==> src/rtl/prodacc_pkg.sv <==
// Shared types and default widths for the product accumulator.
package prodacc_pkg;
  typedef enum logic [1:0] {
    IDLE  = 2'd0,
    ACCUM = 2'd1,
    HOLD  = 2'd2
  } state_e;

  localparam int PROD_W_DEF = 16;
  localparam int ACC_W_DEF  = 24;
  localparam int CNT_W_DEF  = 8;
endpackage

==> src/rtl/product_accumulator_if.sv <==
// Product-in / frame-result-out handshake bundle for product_accumulator.
interface product_accumulator_if #(
  parameter int PROD_W = 16,
  parameter int ACC_W  = 24,
  parameter int CNT_W  = 8
);
  logic              clear;
  logic [CNT_W-1:0]  frame_len;
  logic              in_valid;
  logic              in_ready;
  logic [PROD_W-1:0] product;
  logic              out_valid;
  logic              out_ready;
  logic [ACC_W-1:0]  acc_out;
  logic              overflow;
  logic              busy;

  modport master (
    output clear, frame_len, in_valid, product, out_ready,
    input  in_ready, out_valid, acc_out, overflow, busy
  );

  modport slave (
    input  clear, frame_len, in_valid, product, out_ready,
    output in_ready, out_valid, acc_out, overflow, busy
  );
endinterface

==> src/rtl/product_accumulator_acc_adder.sv <==
// ACC_W adder with carry-out. Define PRODACC_SATURATE_EN to clamp the sum
// to all-ones on carry instead of wrapping.
module acc_adder #(
  parameter int ACC_W = 24
) (
  input  logic [ACC_W-1:0] a_i,
  input  logic [ACC_W-1:0] b_i,
  output logic [ACC_W-1:0] sum_o,
  output logic             carry_o
);
  logic [ACC_W-1:0] raw;

  assign {carry_o, raw} = {1'b0, a_i} + {1'b0, b_i};

`ifdef PRODACC_SATURATE_EN
  // Once clamped, any further non-zero addend carries again, so it stays clamped.
  assign sum_o = carry_o ? '1 : raw;
`else
  assign sum_o = raw;
`endif
endmodule

==> src/rtl/product_accumulator.sv <==
// Frame accumulator for multiplier products: sums frame_len beats, then holds
// the total until the consumer takes it. Saturation option: PRODACC_SATURATE_EN.
module product_accumulator
  import prodacc_pkg::*;
#(
  parameter int PROD_W = PROD_W_DEF,
  parameter int ACC_W  = ACC_W_DEF,
  parameter int CNT_W  = CNT_W_DEF
) (
  input  logic             clk,
  input  logic             reset_n,
  product_accumulator_if.slave bus
);
  state_e           state_q, state_d;
  logic [ACC_W-1:0] acc_q, acc_d;
  logic             ovf_q, ovf_d;
  logic [CNT_W-1:0] cnt_q, cnt_d;
  logic [CNT_W-1:0] len_q, len_d;

  logic             in_ready;
  logic             beat;
  logic [ACC_W-1:0] prod_ext;
  logic [ACC_W-1:0] sum;
  logic             carry;
  logic [CNT_W-1:0] len_eff;
  logic [CNT_W-1:0] cnt_inc;

  assign in_ready = (state_q == IDLE) || (state_q == ACCUM);
  // A beat coinciding with clear is dropped, not handshaken.
  assign beat     = bus.in_valid && in_ready && !bus.clear;
  assign prod_ext = ACC_W'(bus.product);
  assign len_eff  = (bus.frame_len == '0) ? CNT_W'(1) : bus.frame_len;
  assign cnt_inc  = cnt_q + CNT_W'(1);

  acc_adder #(.ACC_W(ACC_W)) u_add (
    .a_i     (acc_q),
    .b_i     (prod_ext),
    .sum_o   (sum),
    .carry_o (carry)
  );

  always_comb begin
    state_d = state_q;
    acc_d   = acc_q;
    ovf_d   = ovf_q;
    cnt_d   = cnt_q;
    len_d   = len_q;
    if (bus.clear) begin
      state_d = IDLE;
      acc_d   = '0;
      ovf_d   = 1'b0;
      cnt_d   = '0;
    end else begin
      unique case (state_q)
        IDLE: if (beat) begin
          acc_d   = prod_ext;
          ovf_d   = 1'b0;
          cnt_d   = CNT_W'(1);
          len_d   = len_eff;
          state_d = (len_eff == CNT_W'(1)) ? HOLD : ACCUM;
        end
        ACCUM: if (beat) begin
          acc_d = sum;
          ovf_d = ovf_q | carry;
          cnt_d = cnt_inc;
          if (cnt_inc == len_q) state_d = HOLD;
        end
        HOLD: if (bus.out_ready) state_d = IDLE;
        default: state_d = IDLE;
      endcase
    end
  end

  always_ff @(posedge clk or negedge reset_n) begin
    if (!reset_n) begin
      state_q <= IDLE;
      acc_q   <= '0;
      ovf_q   <= 1'b0;
      cnt_q   <= '0;
      len_q   <= '0;
    end else begin
      state_q <= state_d;
      acc_q   <= acc_d;
      ovf_q   <= ovf_d;
      cnt_q   <= cnt_d;
      len_q   <= len_d;
    end
  end

  assign bus.in_ready  = in_ready;
  assign bus.out_valid = (state_q == HOLD);
  assign bus.busy      = (state_q == ACCUM) || (state_q == HOLD);
  assign bus.acc_out   = acc_q;
  assign bus.overflow  = ovf_q;
endmodule

==> src/flat_wrapper.sv <==
// flat-port wrapper written by rule: the top's interface ports become plain ports
module product_accumulator_flat import prodacc_pkg::*;
#(
  parameter int PROD_W = PROD_W_DEF,
  parameter int ACC_W  = ACC_W_DEF,
  parameter int CNT_W  = CNT_W_DEF
)
  (clk, reset_n, bus_clear, bus_frame_len, bus_in_valid, bus_product, bus_out_ready, bus_in_ready, bus_out_valid, bus_acc_out, bus_overflow, bus_busy);
  product_accumulator_if #(.PROD_W(PROD_W), .ACC_W(ACC_W), .CNT_W(CNT_W)) bus_i ();
  input  logic clk;
  input  logic reset_n;
  input wire logic [$bits(bus_i.clear)-1:0] bus_clear;
  input wire logic [$bits(bus_i.frame_len)-1:0] bus_frame_len;
  input wire logic [$bits(bus_i.in_valid)-1:0] bus_in_valid;
  input wire logic [$bits(bus_i.product)-1:0] bus_product;
  input wire logic [$bits(bus_i.out_ready)-1:0] bus_out_ready;
  output wire logic [$bits(bus_i.in_ready)-1:0] bus_in_ready;
  output wire logic [$bits(bus_i.out_valid)-1:0] bus_out_valid;
  output wire logic [$bits(bus_i.acc_out)-1:0] bus_acc_out;
  output wire logic [$bits(bus_i.overflow)-1:0] bus_overflow;
  output wire logic [$bits(bus_i.busy)-1:0] bus_busy;
  assign bus_i.clear = bus_clear;
  assign bus_i.frame_len = bus_frame_len;
  assign bus_i.in_valid = bus_in_valid;
  assign bus_i.product = bus_product;
  assign bus_i.out_ready = bus_out_ready;
  assign bus_in_ready = bus_i.in_ready;
  assign bus_out_valid = bus_i.out_valid;
  assign bus_acc_out = bus_i.acc_out;
  assign bus_overflow = bus_i.overflow;
  assign bus_busy = bus_i.busy;
  product_accumulator #(.PROD_W(PROD_W), .ACC_W(ACC_W), .CNT_W(CNT_W)) u_core (.clk(clk), .reset_n(reset_n), .bus(bus_i));
endmodule
==> config.mk <==
export PLATFORM = sky130hd
export DESIGN_NAME = product_accumulator_flat
export DESIGN_NICKNAME = d
export VERILOG_FILES = /design/src/rtl/prodacc_pkg.sv /design/src/rtl/product_accumulator_if.sv /design/src/rtl/product_accumulator_acc_adder.sv /design/src/rtl/product_accumulator.sv /design/src/flat_wrapper.sv
export SDC_FILE = /design/constraint.sdc
export NUM_CORES = 1
export LEC_CHECK = 0
export ABC_AREA = 1
export CAP_MARGIN = 20
export CORE_MARGIN = 2
export CORE_UTILIZATION = 30
export DETAILED_ROUTE_END_ITERATION = 8
export HOLD_SLACK_MARGIN = 0.12
export PLACE_DENSITY = 0.48
export SLEW_MARGIN = 0
export SYNTH_ARGS = -nofsm -noshare
export SYNTH_HDL_FRONTEND = slang
export SYNTH_SLANG_ARGS = --single-unit
==> constraint.sdc <==
create_clock -name clk -period 2.66 [get_ports clk]
set_clock_uncertainty 0.05 [all_clocks]
set_input_delay 0.798 -clock clk [delete_from_list [all_inputs] [get_ports clk]]
set_output_delay 0.798 -clock clk [all_outputs]
set_load 0.01 [all_outputs]
After elaboration in Yosys (flattened, before gate mapping):

Index checks and enable logic that the tools add are counted.

* input port bits: 29
* logic and storage cells: 48
* register bits after elaboration: 43

* bitwise logic cells: 2
* reductions and logical operators: 11
* equal/unequal tests: 8
* mux-type cells: 20
* add/subtract/negate cells: 2

Operator list (count)
* 2-to-1 mux 24 bit: 3
* one-hot mux 24 bit (2 select lines): 1
* 2-to-1 mux 8 bit: 4
* adder 24 x 16 -> 25 bit: 1
* one-hot mux 8 bit (2 select lines): 1
* 2-to-1 mux 2 bit: 6
* adder 8 x 1 -> 8 bit (second input constant): 1
* equality test 8 x 1 -> 1 bit (second input constant): 1
* equality test 8 bit: 1
* zero test 8 bit: 1
* inequality test 3 x 2 -> 1 bit (second input constant): 2
* inequality test 3 bit (second input constant): 2
* one-hot mux 2 bit (3 select lines): 1
* AND reduction 3 bit: 2
* AND reduction 4 bit: 1
* 2-to-1 mux 1 bit: 3
* nonzero test 3 bit: 1
* equality test 2 x 1 -> 1 bit (second input constant): 1
* equality test 2 bit (second input constant): 1
* logical AND 1 bit: 2
* zero test 2 bit: 1
* logical OR 1 bit: 2
* one-hot mux 1 bit (2 select lines): 1
* zero test 1 bit: 1
* 2 further kinds: 2

Longest topological paths before layout:

Gate-level depths: netlist (run 1).

* depth after elaboration: 7
* mapped depth: 14
* mapped depth without buffers: 14

Modules after synthesis:

From an unflattened synthesis (run 1), not the netlist that was laid out.

* cells, all modules: 631
* area total of the unflattened synthesis: 4042.6 µm²

Modules (own cells, without submodules)
* product_accumulator: area each 2262.2 µm², cells each 264, instances 1
* acc_adder: area each 1780.5 µm², cells each 367, instances 1

Worst setup path after synthesis (run 1):

No wires, ideal clock.

* path kind: input to register
* from: in bus_product[0]
* to: reg u_core.acc_q[20] (netlist: u_core.bus.acc_out[20])
* data required time: 2493 ps
* path slack: 302 ps
* buffers on the path: 0
* setup time: 117 ps
* stages on the path: 13
* arrival time: 2190 ps
* path through: ha_1 > inv_1 > fa_1 > o21ai_2 > nand2_1 > nand2_2 > nand2_1 > nand2_1 > nand2_1 > nand2_2 > nand3_1 > nand3_1 > nand2_1

* word-level cells in the longest chain between the ends: 4

Ends and longest elaborated chain
* start: declaration: line flat_wrapper.sv:15 `input wire logic [$bits(bus_i.product)-1:0] bus_product;`
* adder 24 x 16 -> 25 bit: line product_accumulator_acc_adder.sv:13 `assign {carry_o, raw} = {1'b0, a_i} + {1'b0, b_i};`
* 2-to-1 mux 24 bit: line product_accumulator.sv:62 `ACCUM: if (beat) begin`
* one-hot mux 24 bit (2 select lines): line product_accumulator.sv:54 `unique case (state_q)`
* 2-to-1 mux 24 bit: line product_accumulator.sv:48 `if (bus.clear) begin`
* end signal: assignment: line product_accumulator.sv:77 `acc_q <= '0;`
* end signal: assignment: line product_accumulator.sv:83 `acc_q <= acc_d;`
* end: declaration: line product_accumulator.sv:15 `logic [ACC_W-1:0] acc_q, acc_d;`

No other way between the ends. The select of a mux whose other input is x is not followed.
A chain may end at the register's enable or synchronous reset.

Worst setup path in the final report (run 1):

* from: in bus_product[13]
* to: reg u_core.acc_q[23] (netlist: u_core.bus.acc_out[23])

The elaborated chain is that of the path after synthesis.

==> flow_summary.json, run 1 <==
{
  "crit_arrival_ns": 2.65,
  "setup_violations": 0,
  "synth_seq_cells": 43,
  "diodes": 0,
  "crit_slowest_cell": "clkdlybuf4s50_1",
  "fin_area_um2": 4470,
  "clk_pin_slew_ns": 0.10,
  "final_common_cell": "nand2_1",
  "cp_top_family": "simple AND/OR/NAND/NOR gates",
  "post_dp_cell_area_um2": 4350,
  "hold_viol": 0,
  "grt_pass1_wl_um": 16400,
  "grt_max_degree": 28,
  "clkLatencyLatePin_ns": 0.31,
  "crit_type": "input pin to flop",
  "register_area_um2": 1080,
  "track_usage": 0.175,
  "power.density_nw_per_um2": 696,
  "yosysWarningCount": 0,
  "dr.pass1.iters": 5,
  "gp_congestion": 0.873,
  "status": "complete, no violations",
  "start_util": 0.305,
  "crit_chain": "clkdlybuf4s50_1 -> ha_1 -> nand2_1 -> nor2_1 -> inv_1 -> nor2_1 -> nand4_1 -> nand3_1 -> nand3_1 -> nand2_1 -> o21ai_1",
  "layout-drive-gt1-share": 0.128,
  "drt_iter0_drc": 154,
  "cp-end-kind": "flop",
  "p_clk_frac": 0.150,
  "min_path_type": "input pin to async pin",
  "nFillCells": 1146,
  "slew_headroom": 0.674,
  "pwr-share-comb": 0.553,
  "intPower_mw": 1.80,
  "grt_pass1_vias": 3467,
  "antenna_found_initial": 0,
  "period_share": 0.941,
  "multi_input_area_um2": 1970,
  "gr-total-overflow": 0,
  "vdd_drop_max_v": 0.000452,
  "switching_power_mw": 1.32,
  "layout_min_cycle_time_ns": 2.50,
  "area_growth_pct": 36.0,
  "nets": 645,
  "seq_area_frac_synth": 0.327,
  "swShare": 0.423,
  "worst_pin_slew_ns": 0.489,
  "synth_area_um2": 3290,
  "h-tree-depth": 2,
  "port-buffer-count": 56,
  "power_mw": 3.11,
  "p_leak_nw": 2.18,
  "path_max_fanout": 4,
  "yosys_most_used_dff": "dfrtp_1",
  "wirelength_um": 9640,
  "synth.net_count": 544,
  "cts_hold_buffers": 0,
  "clockBufferDepth": 2,
  "final_cell_mix": "nand2_1, inv_1, clkdlybuf4s50_1, nor2_1, buf_4",
  "via_per_inst": 4.74,
  "dieArea_um2": 11800,
  "drv_cap": 0,
  "cts_made_buffers": 5,
  "drc": 0,
  "cts_tree": "yes",
  "wl_per_cell_um": 13.1,
  "rsz0062_at_grt": "false",
  "synth-edff-count": 0,
  "finalMaxSlewViolations": 0,
  "fp.dieW_um": 109,
  "vias": 3488,
  "core-area_um2": 10800,
  "clkSinkCount": 43,
  "synthCells": 494,
  "die_y_um": 109,
  "drtAntennaViolNets": 0,
  "clock.fmax_mhz": 400,
  "seq_power_share": 0.296,
  "cpPeakStageDelay_ns": 0.46,
  "startpoint_type": "input pin",
  "path_buf_inv": 2,
  "synth.distinct_cells": 34,
  "synth-async-reset-ratio": 1.00,
  "io_pins": 57,
  "postSynthAreaPerCell_um2": 6.66,
  "hpwl_um": 7580,
  "rows": 38,
  "critPathRequiredTime_ns": 2.81,
  "cts_root_buf": "clkbuf_8"
}
-- cell type report --
type                            instances  share of cell area
Sequential cell                        43               0.240
Timing Repair Buffer                  104               0.211
Tap cell                              140              0.0391
Multi-Input combinational cell        382               0.439
Inverter                               59              0.0495
Clock buffer                            5              0.0154
Clock inverter                          3             0.00531
-- layer usage --
metal / track usage / wire, um / up-vias
met5: 0 / 0 / -
met4: 0.0449 / 89 / 0
met3: 0.0233 / 473 / 8
met2: 0.292 / 4360 / 68
met1: 0.238 / 4710 / 1603
li1: - / - / 1809
-- worst register-to-register path, delay by kind of cell, from the launching register on --
| family | cells | cell delay [ns] |
|---|---|---|
| AND/OR/NAND/NOR | 9 | 0.74 |
| adder cells (fa/ha/maj) | 2 | 0.57 |
| flip-flops | 1 | 0.40 |
| AO/OA/AOI/OAI | 1 | 0.15 |
| buffers and inverters | 1 | 0.06 |
-- flip-flops by register name (all words and copies together), names as in the netlist --
| register | cells |
|---|---|
| u_core.bus.overflow | 1 |
| u_core.cnt_q | 8 |
| u_core.bus.acc_out | 24 |
| u_core.state_q | 2 |
| u_core.len_q | 8 |
-- cell usage after synthesis (3+ instances only) --
| cell | number | share of area |
|---|---|---|
| nand2_1 | 142 | 0.16 |
| inv_1 | 58 | 0.066 |
| nor2_1 | 52 | 0.059 |
| dfrtp_1 | 43 | 0.33 |
| nand3_1 | 40 | 0.061 |
| o21ai_0 | 35 | 0.053 |
| a21oi_1 | 29 | 0.044 |
| ha_1 | 20 | 0.076 |
| o21ai_1 | 10 | 0.015 |
| xor2_1 | 9 | 0.024 |
| nand4_1 | 8 | 0.015 |
| nand2_2 | 7 | 0.013 |
| buf_2 | 4 | 0.0061 |
| nor3_1 | 4 | 0.0061 |
| o22ai_1 | 4 | 0.0076 |
| clkbuf_1 | 3 | 0.0034 |
| nand3b_1 | 3 | 0.0068 |
| o21a_1 | 3 | 0.0068 |
-- timing repair --
item / in CTS / in global routing
endpoints found under the hold margin: 0 / 0
resized for setup: 1 / 6
pin swaps: 0 / 4
setup endpoints to repair: 2 / 9
buffers inserted: 1 / 1
gates cloned: 0 / 0
-- through the flow --
stage               std cells  hold slack, ns   util  TNS, ns  setup slack [ns]
floorplan                 494           0.405      -        0             0.302
global placement          726           0.444  0.403    -3.64            -0.372
detailed placement        726           0.452  0.403    -3.75            -0.372
CTS                       735           0.385  0.412        0            0.0149
global route              736           0.407  0.415        0            0.0105
finish                    736           0.382  0.415        0             0.158
-- worst paths after layout --
check,start,endpoint,slack [ns],cells after the start
max reg2reg,u_core.bus.acc_out[0],u_core.bus.acc_out[20],0.59,13
min,reset_n,u_core.bus.acc_out[5],0.38,1
max,bus_product[13],u_core.bus.acc_out[23],0.16,11
max in group asynchronous,reset_n,u_core.bus.acc_out[20],1.65,2
min reg2reg,u_core.len_q[4],u_core.len_q[4],0.48,2
min in group clk,u_core.len_q[4],u_core.len_q[4],0.48,2
-- cell families after synthesis --
group / count (synthesis) / synth area share
simple gates: 263 / 0.339
compound gates: 87 / 0.141
buf+inv: 69 / 0.0810
flops: 43 / 0.327
fa+ha+maj: 21 / 0.0821
xor+xnor: 10 / 0.0266
mux: 1 / 0.00304
-- power groups by stage --
stage	Clock, mW	Sequential (mW)	Combinational (mW)
3_5_place_dp	0	0.935	1.70
2_1_floorplan	0	0.938	0.929
4_1_cts	0.491	0.924	1.73
6_report	0.468	0.922	1.72
3_3_place_gp	0	0.933	1.71
5_1_grt	0.511	0.947	1.95
(Power assumes the default switching activity.)
==> run 2: changes to the inputs <==
DONT_BUFFER_PORTS = 1   (was not set)
PLACE_DENSITY = 0.42   (was 0.48)
==> run 2 against run 1 <==
Effect of this change: critical path depth increased by 2; largest cell class unchanged; power is 16% lower; largest power group unchanged; non-clock buffer count shrank 98; first-iteration DRC count fell by 7.8%.
==> flow_summary.json, run 2 (synthesis gave the netlist of run 1 again) <==
{
  "power_mw": 2.63,
  "clkLatencyLatePin_ns": 0.31,
  "rows": 38,
  "gp_congestion": 0.850,
  "wirelength_um": 9430,
  "cts_resized": 0,
  "critPathRequiredTime_ns": 2.81,
  "hold_viol": 0,
  "clock.fmax_mhz": 441,
  "rsz0062_at_grt": "false",
  "largest_reg_flops": 24,
  "crit_arrival_ns": 2.42,
  "track_usage": 0.169,
  "nets": 547,
  "clkSinkCount": 43,
  "area_growth_pct": 8.52,
  "port-buffer-count": 0,
  "drc": 0,
  "rr_worst_depth": 13,
  "fp.dieW_um": 109,
  "startpoint_type": "input pin",
  "grt_pass1_wl_um": 15400,
  "setup_tns_ns": 0,
  "cts_made_buffers": 5,
  "register_area_um2": 1080,
  "timing.rr.end": "u_core.bus.acc_out[20]",
  "cts_root_buf": "clkbuf_8",
  "setup_violations": 0,
  "cts_hold_buffers": 1,
  "dr.pass1.iters": 5,
  "antenna_found_initial": 0,
  "grt_pass1_vias": 3064,
  "ff2ff_setup_slack_ns": 0.40,
  "cts_tree": "yes",
  "layout_min_cycle_time_ns": 2.27,
  "nFillCells": 1197,
  "whs_ns": 0.273,
  "h-tree-depth": 2,
  "crit_start": "bus_product[0]",
  "use_met1": 0.231,
  "power.density_nw_per_um2": 736,
  "multi_input_area_um2": 1950,
  "final_cell_mix": "nand2_1, inv_1, nor2_1, dfrtp_1, nand3_1",
  "vias": 3091,
  "drt_iter0_drc": 142,
  "start_util": 0.305,
  "busiest_layer": "met2",
  "wl_per_cell_um": 14.8,
  "vdd_drop_max_v": 0.000348,
  "grt_max_degree": 44,
  "post_dp_cell_area_um2": 3460,
  "gr-total-overflow": 0,
  "final_core_util": 0.331,
  "status": "complete, no violations",
  "drv_cap": 0,
  "final_common_cell": "nand2_1",
  "hpwl_um": 7240,
  "path_max_fanout": 5,
  "timing.rr.start": "u_core.bus.acc_out[0]",
  "core-area_um2": 10800,
  "use_met2": 0.270,
  "diodes": 0,
  "finalMaxSlewViolations": 0,
  "clk_pin_slew_ns": 0.10,
  "via_per_inst": 4.84,
  "io_pins": 57,
  "min_path_type": "input pin to async pin",
  "p_leak_nw": 1.76,
  "use_met3": 0.0377,
  "post_cts_buffers": 0,
  "slew_headroom": 0.618,
  "dieArea_um2": 11800,
  "drtAntennaViolNets": 0,
  "period_share": 0.852,
  "die_y_um": 109,
  "cp-end-kind": "flop",
  "fin_area_um2": 3570,
  "crit_type": "input pin to flop",
  "layout-drive-gt1-share": 0.0562,
  "worst_pin_slew_ns": 0.573,
  "clockBufferDepth": 2
}
==> run 2: per-stage QoR <==
step / instances / worst slack (ns)
5_1_grt: 638 / 0.171
3_5_place_dp: 629 / 0.0751
4_1_cts: 638 / 0.388
2_1_floorplan: 494 / 0.302
6_report: 638 / 0.395
3_3_place_gp: 629 / 0.0999
==> run 2: worst max-delay path by stage <==
stage | endpoint | cells past startpoint
2_1_floorplan | u_core.bus.acc_out[20] | 13
3_3_place_gp | u_core.bus.acc_out[20] | 13
3_5_place_dp | u_core.bus.acc_out[20] | 13
4_1_cts | u_core.bus.acc_out[20] | 13
5_1_grt | u_core.bus.acc_out[20] | 14
6_report | u_core.bus.acc_out[20] | 13
==> run 2: area by class of cell <==
cell class	count	area share
multi-input combinational	382	0.546
sequential	43	0.301
inverter	59	0.0620
tap	140	0.0491
clock buffer	6	0.0203
timing repair buffer	6	0.0182
clock inverter	2	0.00350
==> run 2: per-layer routing <==
metal / up-vias / part of all wire / routed length (um)
met5: - / 0 / 0
met4: 0 / 0.011 / 102
met3: 5 / 0.048 / 452
met2: 51 / 0.43 / 4080
met1: 1422 / 0.51 / 4790
li1: 1613 / - / -
==> run 2: report_power, final <==
part           switching, mW  total, mW  leakage, nW  internal, mW
clock network          0.265      0.449       0.0412         0.185
registers              0.170      0.969        0.570         0.799
logic                  0.781       1.21         1.15         0.430
==> run 2: worst max-delay path: stages <==
cell and delay [ns]:
ha_1 0.15, inv_1 0.06, fa_1 0.41, o21ai_2 0.19, nand2_1 0.08, nand2_2 0.13
nand2_1 0.09, nand2_1 0.10, nand2_1 0.07, nand2_2 0.10, nand3_1 0.08, nand3_1 0.10
nand2_1 0.06
==> run 3: changes to the inputs <==
CTS_CLUSTER_DIAMETER = 40   (was not set)
PLACE_DENSITY = 0.51   (was 0.42)
SETUP_SLACK_MARGIN = 0.05   (was not set)
==> run 3 against run 2 <==
Effect of this change: die area did not move; first-iteration DRC count fell by 19%; non-clock buffer count rose by 1; global-route usage fell by 0.70 points; worst setup slack improved by 0.012 ns; sequential cell count did not move; sequential share of layout area fell by 0.17 points; final cell count rose by 0.16%; fmax rose by 0.55%; clock power fell by 0.9%; combinational power barely moved; worst hold slack got worse by 0.028 ns.
==> flow_summary.json, run 3 (synthesis gave the netlist of run 1 again) <==
{
  "status": "complete, no violations",
  "io_pins": 57,
  "nets": 548,
  "gp_congestion": 0.903,
  "p_leak_nw": 1.77,
  "h-tree-depth": 2,
  "vias": 3168,
  "final_core_util": 0.333,
  "crit_type": "input pin to flop",
  "clkSinkCount": 43,
  "cts_made_buffers": 5,
  "setup_violations": 0,
  "grt_pass1_wl_um": 15000,
  "via_per_inst": 4.96,
  "clkLatencyLatePin_ns": 0.30,
  "critPathRequiredTime_ns": 2.80,
  "start_util": 0.305,
  "diodes": 0,
  "path_max_fanout": 5,
  "setup_tns_ns": 0,
  "layout-drive-gt1-share": 0.0601,
  "power.density_nw_per_um2": 730,
  "dieArea_um2": 11800,
  "hold_viol": 0,
  "track_usage": 0.162,
  "gr-total-overflow": 0,
  "wirelength_um": 9210,
  "vdd_drop_max_v": 0.000303,
  "cts_resized": 0,
  "cts_root_buf": "clkbuf_8",
  "rsz0062_at_grt": "false",
  "dr.pass1.iters": 4,
  "drtAntennaViolNets": 0,
  "rows": 38,
  "die_y_um": 109,
  "port-buffer-count": 0,
  "wl_per_cell_um": 14.4,
  "drc": 0,
  "clock.fmax_mhz": 444,
  "min_path_type": "input pin to async pin",
  "fp.dieW_um": 109,
  "post_dp_cell_area_um2": 3460,
  "drv_cap": 0,
  "crit_arrival_ns": 2.39,
  "clockBufferDepth": 2,
  "slew_headroom": 0.629,
  "final_common_cell": "nand2_1",
  "core-area_um2": 10800,
  "post_cts_buffers": 0,
  "startpoint_type": "input pin",
  "grt_pass1_vias": 3086,
  "final_cell_mix": "nand2_1, inv_1, nor2_1, dfrtp_1, nand3_1",
  "grt_max_degree": 24,
  "largest_reg_flops": 24,
  "drt_iter0_drc": 115,
  "cts_hold_buffers": 1,
  "power_mw": 2.62,
  "cts_tree": "yes",
  "worst_pin_slew_ns": 0.557,
  "whs_ns": 0.246,
  "hpwl_um": 7050,
  "area_growth_pct": 9.13,
  "cp-end-kind": "flop",
  "layout_min_cycle_time_ns": 2.25,
  "period_share": 0.847,
  "fin_area_um2": 3590,
  "nFillCells": 1163,
  "finalMaxSlewViolations": 0,
  "clk_pin_slew_ns": 0.10,
  "antenna_found_initial": 0
}
## run 3: cell count changes in the layout (fill, tap and decap cells not counted)
cell        previous run  this run
clkinvlp_4             1         2
clkinv_2               1         0
buf_16                 1         0
inv_6                  0         1
clkbuf_1               1         0
buf_12                 0         2
## run 3: power by group
group,internal (mW),switching (mW),leakage [nW]
registers,0.799,0.168,0.570
logic,0.431,0.778,1.16
clock network,0.188,0.257,0.0408
total,1.42,1.20,1.77
## run 3: path summary, 6_finish.rpt
kind / start / end / slack (ns) / depth (start not counted)
min reg2reg: u_core.len_q[4] / u_core.len_q[4] / 0.45 / 2
min in group clk: u_core.len_q[4] / u_core.len_q[4] / 0.45 / 2
max reg2reg: u_core.bus.acc_out[0] / u_core.bus.acc_out[20] / 0.42 / 13
max: bus_product[0] / u_core.bus.acc_out[20] / 0.41 / 13
min: reset_n / u_core.len_q[1] / 0.25 / 1
max in group asynchronous: reset_n / u_core.bus.acc_out[12] / 2.16 / 1
## run 3: worst max-delay path: stages
cell     delay [ns]
ha_1           0.14
inv_1          0.06
fa_1           0.41
o21ai_2        0.20
nand2_1        0.09
nand2_2        0.12
nand2_1        0.08
nand2_1        0.10
nand2_1        0.08
nand2_2        0.10
nand3_1        0.07
nand3_1        0.09
nand2_1        0.05
## run 3: per-layer routing
| layer | track usage | vias up | part of all wire |
|---|---|---|---|
| met4 | 0.0531 | 0 | 0.016 |
| met5 | 0 | - | 0 |
| met3 | 0.0383 | 12 | 0.055 |
| met2 | 0.276 | 70 | 0.48 |
| met1 | 0.202 | 1470 | 0.45 |
| li1 | - | 1616 | - |
## run 3: area by class of cell
cell class,instances,area [um2],area share
clock buffer,5,68.8,0.0192
clock inverter,3,23.8,0.00662
inverter,59,221,0.0617
multi-input combinational,382,1950,0.543
sequential,43,1080,0.300
tap,140,175,0.0488
timing repair buffer,7,77.6,0.0216
## run 3: through the flow
stage / worst slack [ns] / std cells
after global routing: 0.221 / 639
after floorplan: 0.302 / 494
after detailed placement: 0.106 / 629
after CTS: 0.428 / 638
final: 0.407 / 639
after global placement: 0.115 / 629
